### config.mk
export PLATFORM = sky130hd
export DESIGN_NAME = uart_tx_framer
export DESIGN_NICKNAME = d
export VERILOG_FILES = /design/src/rtl/uart_tx_pkg.sv /design/src/rtl/uart_parity_calc.sv /design/src/rtl/uart_tx_framer.sv
export SDC_FILE = /design/constraint.sdc
export NUM_CORES = 1
export LEC_CHECK = 0
export CORE_MARGIN = 5
export CORE_UTILIZATION = 52
export CTS_BUF_LIST = sky130_fd_sc_hd__clkbuf_8 sky130_fd_sc_hd__clkbuf_16
export CTS_CLUSTER_DIAMETER = 60
export DETAILED_ROUTE_END_ITERATION = 12
export HOLD_SLACK_MARGIN = 0.05
export PLACE_DENSITY = 0.78
export SYNTH_ARGS = -nofsm -noshare
export SYNTH_HDL_FRONTEND = slang
export SYNTH_SLANG_ARGS = --single-unit
### constraint.sdc
create_clock -name CLK -period 2.11 [get_ports CLK]
set_input_delay 0.3165 -clock CLK [delete_from_list [all_inputs] [get_ports CLK]]
set_output_delay 0.3165 -clock CLK [all_outputs]
set_load 0.02 [all_outputs]
### src/rtl/uart_tx_pkg.sv
// Shared definitions for the UART transmit framer: FSM encoding, parity
// type codes and the legal parameter ranges.
package uart_tx_pkg;

  typedef enum logic [2:0] {
    IDLE,
    ARM,
    START,
    DATA,
    PARITY,
    STOP
  } tx_state_t;

  localparam logic PAR_EVEN = 1'b0;
  localparam logic PAR_ODD  = 1'b1;

  localparam int DATA_WIDTH_MIN = 5;
  localparam int DATA_WIDTH_MAX = 9;
  localparam int STOP_BITS_MIN  = 1;
  localparam int STOP_BITS_MAX  = 2;

endpackage

### src/rtl/uart_parity_calc.sv
// Combinational parity generator: XOR reduction of the payload, seeded with
// 1 for odd parity so the same chain serves both types.
module uart_parity_calc
  import uart_tx_pkg::*;
#(
  parameter int DATA_WIDTH = 8
) (
  input  logic [DATA_WIDTH-1:0] data,
  input  logic                  par_typ,
  output logic                  parity
);

  logic [DATA_WIDTH:0] chain;

  assign chain[0] = (par_typ == PAR_ODD);

  for (genvar gi = 0; gi < DATA_WIDTH; gi++) begin : g_xor
    assign chain[gi+1] = chain[gi] ^ data[gi];
  end

  assign parity = chain[DATA_WIDTH];

endmodule

### src/rtl/uart_tx_framer.sv
// UART transmit framer: latches a payload on accept, waits in ARM for the next
// baud tick, then shifts out start, data (LSB first), optional parity and stop.
module uart_tx_framer
  import uart_tx_pkg::*;
#(
  parameter int DATA_WIDTH = 8,
  parameter int STOP_BITS  = 1
) (
  input  logic                  CLK,
  input  logic                  RST,
  input  logic                  BAUD_TICK,
  input  logic [DATA_WIDTH-1:0] P_DATA,
  input  logic                  Data_Valid,
  input  logic                  PAR_EN,
  input  logic                  PAR_TYP,
  output logic                  TX_OUT,
  output logic                  Busy,
  output logic                  Frame_Done
);

  if (DATA_WIDTH < DATA_WIDTH_MIN || DATA_WIDTH > DATA_WIDTH_MAX ||
      STOP_BITS < STOP_BITS_MIN || STOP_BITS > STOP_BITS_MAX) begin : g_bad_params
    $error("uart_tx_framer: illegal DATA_WIDTH or STOP_BITS");
  end

  localparam int CNT_W = $clog2(DATA_WIDTH);
  localparam logic [CNT_W-1:0] CNT_LAST = CNT_W'(DATA_WIDTH - 1);
  localparam logic STOP_LAST = 1'(STOP_BITS - 1);

  tx_state_t             state_reg, state_next;
  logic [CNT_W-1:0]      bit_cnt_reg, bit_cnt_next;
  logic                  stop_cnt_reg, stop_cnt_next;
  logic [DATA_WIDTH-1:0] data_reg;
  logic                  par_en_reg;
  logic                  parity_reg;
  logic                  parity_calc;
  logic                  tx_reg, tx_next;
  logic                  busy_reg;
  logic                  done_reg;
  logic                  accept;

  uart_parity_calc #(
    .DATA_WIDTH(DATA_WIDTH)
  ) u_parity (
    .data   (P_DATA),
    .par_typ(PAR_TYP),
    .parity (parity_calc)
  );

  assign accept = (state_reg == IDLE) && Data_Valid;

  always_comb begin
    state_next    = state_reg;
    bit_cnt_next  = bit_cnt_reg;
    stop_cnt_next = stop_cnt_reg;
    tx_next       = 1'b1;
    case (state_reg)
      IDLE:    if (Data_Valid) state_next = ARM;
      ARM:     if (BAUD_TICK) state_next = START;
      START:   if (BAUD_TICK) state_next = DATA;
      DATA: begin
        if (BAUD_TICK) begin
          if (bit_cnt_reg == CNT_LAST) begin
            bit_cnt_next = '0;
            state_next   = par_en_reg ? PARITY : STOP;
          end else begin
            bit_cnt_next = bit_cnt_reg + CNT_W'(1);
          end
        end
      end
      PARITY:  if (BAUD_TICK) state_next = STOP;
      STOP: begin
        if (BAUD_TICK) begin
          if (stop_cnt_reg == STOP_LAST) begin
            stop_cnt_next = 1'b0;
            state_next    = IDLE;
          end else begin
            stop_cnt_next = 1'b1;
          end
        end
      end
      default: state_next = IDLE;
    endcase
    // Line level is derived from the state being entered so TX_OUT is a flop.
    case (state_next)
      START:   tx_next = 1'b0;
      DATA:    tx_next = data_reg[bit_cnt_next];
      PARITY:  tx_next = parity_reg;
      default: tx_next = 1'b1;
    endcase
  end

  always_ff @(posedge CLK) begin
    if (RST) begin
      state_reg    <= IDLE;
      bit_cnt_reg  <= '0;
      stop_cnt_reg <= 1'b0;
      data_reg     <= '0;
      par_en_reg   <= 1'b0;
      parity_reg   <= 1'b0;
      tx_reg       <= 1'b1;
      busy_reg     <= 1'b0;
      done_reg     <= 1'b0;
    end else begin
      state_reg    <= state_next;
      bit_cnt_reg  <= bit_cnt_next;
      stop_cnt_reg <= stop_cnt_next;
      tx_reg       <= tx_next;
      busy_reg     <= (state_next != IDLE);
      done_reg     <= (state_reg == STOP) && (state_next == IDLE);
      if (accept) begin
        data_reg   <= P_DATA;
        par_en_reg <= PAR_EN;
        parity_reg <= parity_calc;
      end
    end
  end

  assign TX_OUT     = tx_reg;
  assign Busy       = busy_reg;
  assign Frame_Done = done_reg;

endmodule

==> metrics.log, run 1 <==
[metrics] total vias in the final route: 901
[metrics] outcome: finished clean
[metrics] clock transition at the register clock pins on the worst setup and hold paths after CTS: 0.07 ns
[metrics] number of fill cells in the layout: 195
[metrics] critical path endpoint category: register
[metrics] critical path startpoint category: register
[metrics] summed negative setup slack over all endpoints: 0 ns
[metrics] CTS H-tree lvls: 1
[metrics] Max-cap violations: 0
[metrics] largest net degree at the start of global routing: 19
[metrics] average wire length per cell after detail routing: 14.4 um
[metrics] Synth Area in Adders: 0.0234
[metrics] final wirelength: between 2000 and 2500 um
[metrics] clock group share of total power: 0.299
[metrics] most common library cell in the layout ignoring fill and taps: nand2_1
[metrics] count of TritonRoute iterations in the first routing pass: 4
[metrics] share of flip-flops with an asynchronous set or reset after synthesis: 0
[metrics] GRT Resource Usage Total: 0.157
[metrics] Reg-to-Reg Start: bit_cnt_reg[1]$_SDFF_PP0_
[metrics] global-route wire length before repair: around 4000 um
[metrics] antenna violation net count after detailed routing: 0
[metrics] final weighted congestion of routability-driven global placement: 0.873
[metrics] setup repair after global routing missed its margin: false
[metrics] count of mapped cells out of synthesis: around 120
[metrics] type of the worst min-delay path: register to register
[metrics] part of the power in combinational logic: 0.213
[metrics] pre-CTS worst setup slack: 0.170 ns
[metrics] Worst Slack Setup Final: between 0.15 and 0.2 ns
[metrics] compound-gate portion of the synthesized area: 0.160
[metrics] DP Wirelength: 1730 um
[metrics] initial antenna violation count: 0
[metrics] Yosys warning count: 0
[metrics] TritonCTS Buffers: 3
[metrics] Final Hold Violating Endpoints: 0
[metrics] Congestion Overflow GR: 0
[metrics] number of top-level pins: 17
[metrics] reported leakage power: between 0.4 and 0.5 nW
[metrics] Slew Limit Headroom: 0.733
[metrics] post-synthesis instance area: 1070 um^2
[metrics] XOR/XNOR Fraction of Synth Area: 0.0772
[metrics] layout overhead on the synthesized area: 19.8%
[metrics] Yosys reg bits: 19
[metrics] cell at the root of the clock tree: clkbuf_8
[metrics] worst slew pin tran: 0.390 ns
[metrics] Die X: 55.4 um
[metrics] number of buffers on the longest clock path: 2
[metrics] part of the Yosys area used for sequential elements: 0.356
[metrics] leading cell types in the layout, fill and taps excluded: 23 x nand2_1, 19 x dfxtp_1, 16 x clkdlybuf4s50_1, 14 x a21oi_1, 5 x buf_4
[metrics] critical path start-end classification: register to register
[metrics] number of buffers inserted to repair setup after CTS: 0
[metrics] antenna diode count: 0
[metrics] path depth of the worst reg2reg path: 6
[metrics] worst IR drop on VDD: just under 0.0004 V
[metrics] number of nets in the synthesized netlist: 132
[metrics] Die H: 55.4 um
[metrics] number of vias per cell after detailed routing: 5.63
[metrics] DRT iter0 DRCs: 22
[metrics] sum of internal, switching and leakage power: 0.815 mW
[metrics] post-synth top area share: 0.356
[metrics] Final Max Tran Viols: 0
[metrics] maximum net fanout on the critical path: 7
[metrics] TritonCTS sink count: 19
[metrics] power share of the sequential group: 0.488
[metrics] Critical path destination: TX_OUT$_SDFF_PP1_
[metrics] initial core utilization: 0.545
[metrics] final period utilization: 0.914
[metrics] cell-internal power: roughly 0.6 mW
[metrics] number of design rule violations left after detail routing: 0
[metrics] final count of negative-setup-slack endpoints: 0
[metrics] final period demand of the worst path: 1.93 ns
[metrics] worst r2r dst: TX_OUT$_SDFF_PP1_
[metrics] switching power of the nets: 0.213 mW
[metrics] net count reported at finish: 150
[metrics] Gates resized, CTS repair: 0
[metrics] core area: 1960 um^2
[metrics] net switching fraction of the power: 0.261
[metrics] total die area: 3060 um^2
[metrics] cells taking the most area after synthesis: dfxtp_1 36%, nand2_1 8.1%, a21oi_1 6.5%
[metrics] number of distinct library cell variants in the gate-level netlist after synthesis: between 40 and 50
[metrics] clock latency on the worst-skew pair: 0.25 ns
[metrics] average footprint of a synthesized cell: 9.22 um^2
[metrics] Crit. Startpoint: bit_cnt_reg[1]$_SDFF_PP0_
[metrics] endpoint arrival time on the critical path: 2.07 ns
[metrics] setup slack of the worst register-to-register path: roughly 0.18 ns
[metrics] simple-gate share of the synthesized area: 0.237
[metrics] total of buffers placed on input and output ports: 16
[metrics] hold buffer count at cts: 0
[metrics] number of placement rows: 16
[metrics] proportion of layout cells with a drive suffix above 1: 0.158
[metrics] total power divided by cell area: 636 nW/um^2
[metrics] required time of the worst setup path: 2.25 ns
[metrics] TritonCTS clock tree: done
[metrics] flip-flop count of the largest register after layout: 8
[metrics] main flop type after synthesis: dfxtp_1
[metrics] Achievable Freq: 0.518 GHz
[metrics] dominant cell type by area after synthesis: dfxtp_1
[metrics] via count of the first global-routing pass: 862
[metrics] share of cell area taken by muxes after synthesis: 0.0819
[metrics] EDFF count, synth: 0
[metrics] Worst Clk Skew: roughly 0.0012 ns
[metrics] combinational family with the most area after synthesis: simple AND/OR/NAND/NOR gates
## critical path, stage by stage, from the launching register on
cell and delay (ns):
dfxtp_1 0.37, ha_1 0.21, ha_1 0.28, nor2_2 0.18, mux4_2 0.51, o221ai_1 0.20
o21bai_1 0.08
## stage by stage
step,cell area [um^2],hold slack (ns),utilization,instances
2_1_floorplan,1070,0.437,-,116
3_3_place_gp,1240,0.454,0.630,156
3_5_place_dp,1240,0.461,0.630,156
4_1_cts,1280,0.472,0.653,160
5_1_grt,1280,0.497,0.653,160
6_report,1280,0.469,0.653,160
## synth_stat cells (2+ instances only)
library cell   n
mux2_2         2
a211oi_1       2
dfxtp_1       19
nand4_1        2
xnor2_1        4
nand2_1       23
buf_6          4
nor3_1         4
mux4_2         2
a21oi_1       14
nand3b_1       2
nor2_1         4
mux2i_1        2
ha_1           2
## power groups by stage
| stage | combinational, mW | sequential, mW | clock (mW) |
|---|---|---|---|
| floorplan | 0.119 | 0.402 | 0 |
| global placement | 0.169 | 0.404 | 0 |
| detailed placement | 0.173 | 0.406 | 0 |
| CTS | 0.175 | 0.398 | 0.248 |
| global route | 0.189 | 0.401 | 0.272 |
| finish | 0.173 | 0.398 | 0.244 |
## layout make-up
type / instances / area [um^2] / area share
timing repair buffer: 21 / 198 / 0.154
inverter: 1 / 3.75 / 0.00293
tap: 27 / 33.8 / 0.0264
clock buffer: 3 / 41.3 / 0.0322
multi-input combinational: 88 / 621 / 0.484
sequential: 19 / 380 / 0.297
clock inverter: 1 / 3.75 / 0.00293
## worst min path at each step
stage	startpoint	to	slack, ns	cells after the start
2_1_floorplan	par_en_reg$_SDFFE_PP0P_	par_en_reg$_SDFFE_PP0P_	0.44	2
3_3_place_gp	data_reg[6]$_SDFFE_PP0P_	data_reg[6]$_SDFFE_PP0P_	0.45	2
3_5_place_dp	par_en_reg$_SDFFE_PP0P_	par_en_reg$_SDFFE_PP0P_	0.46	2
4_1_cts	par_en_reg$_SDFFE_PP0P_	par_en_reg$_SDFFE_PP0P_	0.47	2
5_1_grt	par_en_reg$_SDFFE_PP0P_	par_en_reg$_SDFFE_PP0P_	0.50	2
6_report	par_en_reg$_SDFFE_PP0P_	par_en_reg$_SDFFE_PP0P_	0.47	2
## cells by family after synthesis
family                   after synthesis
XOR/XNOR                               7
AO/OA/AOI/OAI                         26
AND/OR/NAND/NOR                       47
buffers and inverters                  9
multiplexers                           6
flip-flops                            19
adder cells (fa/ha/maj)                2
## routing by layer
layer,GRT usage,part of all wire,vias to the layer above
li1,-,-,449
met1,0.201,0.47,420
met2,0.260,0.48,28
met3,0.0326,0.046,4
met4,0.0556,0.0056,0
met5,0,0,-
(Power assumes the default switching activity.)
==> run 2, diff against run 1 <==
--- a/config.mk
+++ b/config.mk
@@ -5,7 +5,6 @@
 export SDC_FILE = /design/constraint.sdc
 export NUM_CORES = 1
 export LEC_CHECK = 0
-export CORE_MARGIN = 5
 export CORE_UTILIZATION = 52
 export CTS_BUF_LIST = sky130_fd_sc_hd__clkbuf_8 sky130_fd_sc_hd__clkbuf_16
 export CTS_CLUSTER_DIAMETER = 60
==> run 2 against run 1 <==
Clock power is 5% higher. Setup slack improved by 0.025 ns. Combinational power down 6%. Register-to-register slack improved by 0.02 ns. Die area fell by 27%. Clock skew increased by 0.00098 ns.
==> metrics.log, run 2 (synthesized netlist as in run 1, its figures left out) <==
[metrics] total vias in the final route: 865
[metrics] Max-cap violations: 0
[metrics] power share of the sequential group: 0.489
[metrics] final period demand of the worst path: 1.90 ns
[metrics] initial core utilization: 0.551
[metrics] core area: slightly below 2000 um^2
[metrics] critical path start-end classification: register to register
[metrics] number of top-level pins: 17
[metrics] final period utilization: 0.903
[metrics] required time of the worst setup path: 2.26 ns
[metrics] met1 Use GR: 0.289
[metrics] flip-flop count of the largest register after layout: 8
[metrics] Cells after DPL: 155
[metrics] TritonCTS sink count: 19
[metrics] clock latency on the worst-skew pair: 0.25 ns
[metrics] most common library cell in the layout ignoring fill and taps: nand2_1
[metrics] critical-path cell list: ha_1 > ha_1 > nor2_2 > mux4_2 > o221ai_1 > o21bai_1
[metrics] type of the worst min-delay path: register to register
[metrics] clock transition at the register clock pins on the worst setup and hold paths after CTS: about 0.070 ns
[metrics] GRT Resource Usage Total: 0.211
[metrics] total die area: ~2200 um^2
[metrics] number of placement rows: 16
[metrics] Die H: 47.4 um
[metrics] final wirelength: 2040 um
[metrics] number of buffers inserted to repair setup after CTS: 0
[metrics] largest net degree at the start of global routing: 19
[metrics] proportion of layout cells with a drive suffix above 1: 0.159
[metrics] critical path endpoint category: register
[metrics] GR Util met2: 0.321
[metrics] buffers plus inverters on the worst setup path: 0
[metrics] busiest metal layer after global routing: met2
[metrics] number of vias per cell after detailed routing: between 5 and 6
[metrics] Die X: 47.4 um
[metrics] CTS H-tree lvls: 1
[metrics] Gates resized, CTS repair: 0
[metrics] switching power of the nets: around 0.22 mW
[metrics] hold buffer count at cts: 0
[metrics] global routing met3 resource utilization: 0.0500
[metrics] largest incremental delay on the critical path: slightly above 0.5 ns
[metrics] reported leakage power: 0.473 nW
[metrics] antenna diode count: 0
[metrics] count of TritonRoute iterations in the first routing pass: 4
[metrics] library cell contributing the largest single delay on the critical path: mux4_2
[metrics] endpoint arrival time on the critical path: 2.06 ns
[metrics] outcome: finished clean
[metrics] leading cell types in the layout, fill and taps excluded: 23 x nand2_1, 19 x dfxtp_1, 16 x clkdlybuf4s50_1, 14 x a21oi_1
[metrics] worst IR drop on VDD: between 0.0004 and 0.0005 V
[metrics] total power divided by cell area: 643 nW/um^2
[metrics] global-route wire length before repair: approximately 3300 um
[metrics] number of buffers on the longest clock path: 2
[metrics] DRT iter0 DRCs: 17
[metrics] layout overhead on the synthesized area: 19.2%
[metrics] Slew Limit Headroom: 0.695
[metrics] cell at the root of the clock tree: clkbuf_8
[metrics] DP Wirelength: 1480 um
[metrics] Final Max Tran Viols: 0
[metrics] worst slew pin tran: 0.458 ns
[metrics] net count reported at finish: 149
[metrics] TritonCTS clock tree: done
[metrics] maximum net fanout on the critical path: 7
[metrics] average wire length per cell after detail routing: 12.8 um
[metrics] setup repair after global routing missed its margin: false
[metrics] cell occurring most often along the worst timing path: ha_1
[metrics] Hold Slack: 0.465 ns
[metrics] kind of cell adding the most delay to the critical path: multiplexers
[metrics] Worst Clk Skew: about 0.0022 ns
[metrics] Achievable Freq: around 0.53 GHz
[metrics] initial antenna violation count: 0
[metrics] antenna violation net count after detailed routing: 0
[metrics] cell-internal power: 0.603 mW
[metrics] final count of negative-setup-slack endpoints: 0
[metrics] number of design rule violations left after detail routing: 0
[metrics] critical path startpoint category: register
[metrics] part of the power in combinational logic: 0.199
[metrics] Congestion Overflow GR: 0
[metrics] total of buffers placed on input and output ports: 16
[metrics] via count of the first global-routing pass: 754
[metrics] final weighted congestion of routability-driven global placement: 0.828
[metrics] net switching fraction of the power: 0.265
[metrics] Final Hold Violating Endpoints: 0
[metrics] Cell Count, Final, Fillers Out: around 160
[metrics] summed negative setup slack over all endpoints: 0 ns
[metrics] clock group share of total power: 0.312
[metrics] TritonCTS Buffers: 3
[run 2: cell types whose count changed in the layout (fill, tap and decap cells not counted)]
cell	before	now
buf_4	5	4
clkinv_2	0	1
inv_1	2	1
[run 2: path summary, 6_finish.rpt]
| path | startpoint | cells after the start | slack (ns) | endpoint |
|---|---|---|---|---|
| min reg2reg | parity_reg$_SDFFE_PP0P_ | 2 | 0.46 | parity_reg$_SDFFE_PP0P_ |
| min | parity_reg$_SDFFE_PP0P_ | 2 | 0.46 | parity_reg$_SDFFE_PP0P_ |
| max | bit_cnt_reg[1]$_SDFF_PP0_ | 6 | 0.21 | TX_OUT$_SDFF_PP1_ |
| max reg2reg | bit_cnt_reg[1]$_SDFF_PP0_ | 6 | 0.21 | TX_OUT$_SDFF_PP1_ |
[run 2: routing by layer]
metal | share of wire | wire length (um)
met1 | 0.47 | 958
met2 | 0.50 | 1020
met3 | 0.029 | 60
met4 | 0 | 0
met5 | 0 | 0
[run 2: cell type report]
cell class / instances / area [um^2]
clock inverter: 1 / 5.00
multi-input combinational: 88 / 621
inverter: 1 / 3.75
timing repair buffer: 20 / 190
clock buffer: 3 / 41.3
fill: 173 / 667
tap: 27 / 33.8
sequential: 19 / 380
[run 2: worst reg2reg max path, stage by stage, from the launching register on]
cell      delay (ns)
dfxtp_1         0.37
ha_1            0.22
ha_1            0.27
nor2_2          0.18
mux4_2          0.51
o221ai_1        0.18
o21bai_1        0.07
[run 2: power groups by stage]
stage | clock, mW | sequential (mW) | combinational (mW)
after floorplan | 0 | 0.402 | 0.119
after global placement | 0 | 0.409 | 0.161
after detailed placement | 0 | 0.409 | 0.164
after CTS | 0.258 | 0.401 | 0.165
after global routing | 0.272 | 0.405 | 0.180
final | 0.256 | 0.401 | 0.163
[run 2: stage by stage]
stage / util / power (mW) / worst slack, ns / area [um^2]
2_1_floorplan: - / 0.521 / 0.335 / 1070
6_report: 0.657 / 0.820 / 0.205 / 1270
3_5_place_dp: 0.633 / 0.573 / 0.227 / 1230
3_3_place_gp: 0.633 / 0.570 / 0.230 / 1230
4_1_cts: 0.657 / 0.824 / 0.191 / 1270
5_1_grt: 0.657 / 0.857 / 0.110 / 1270
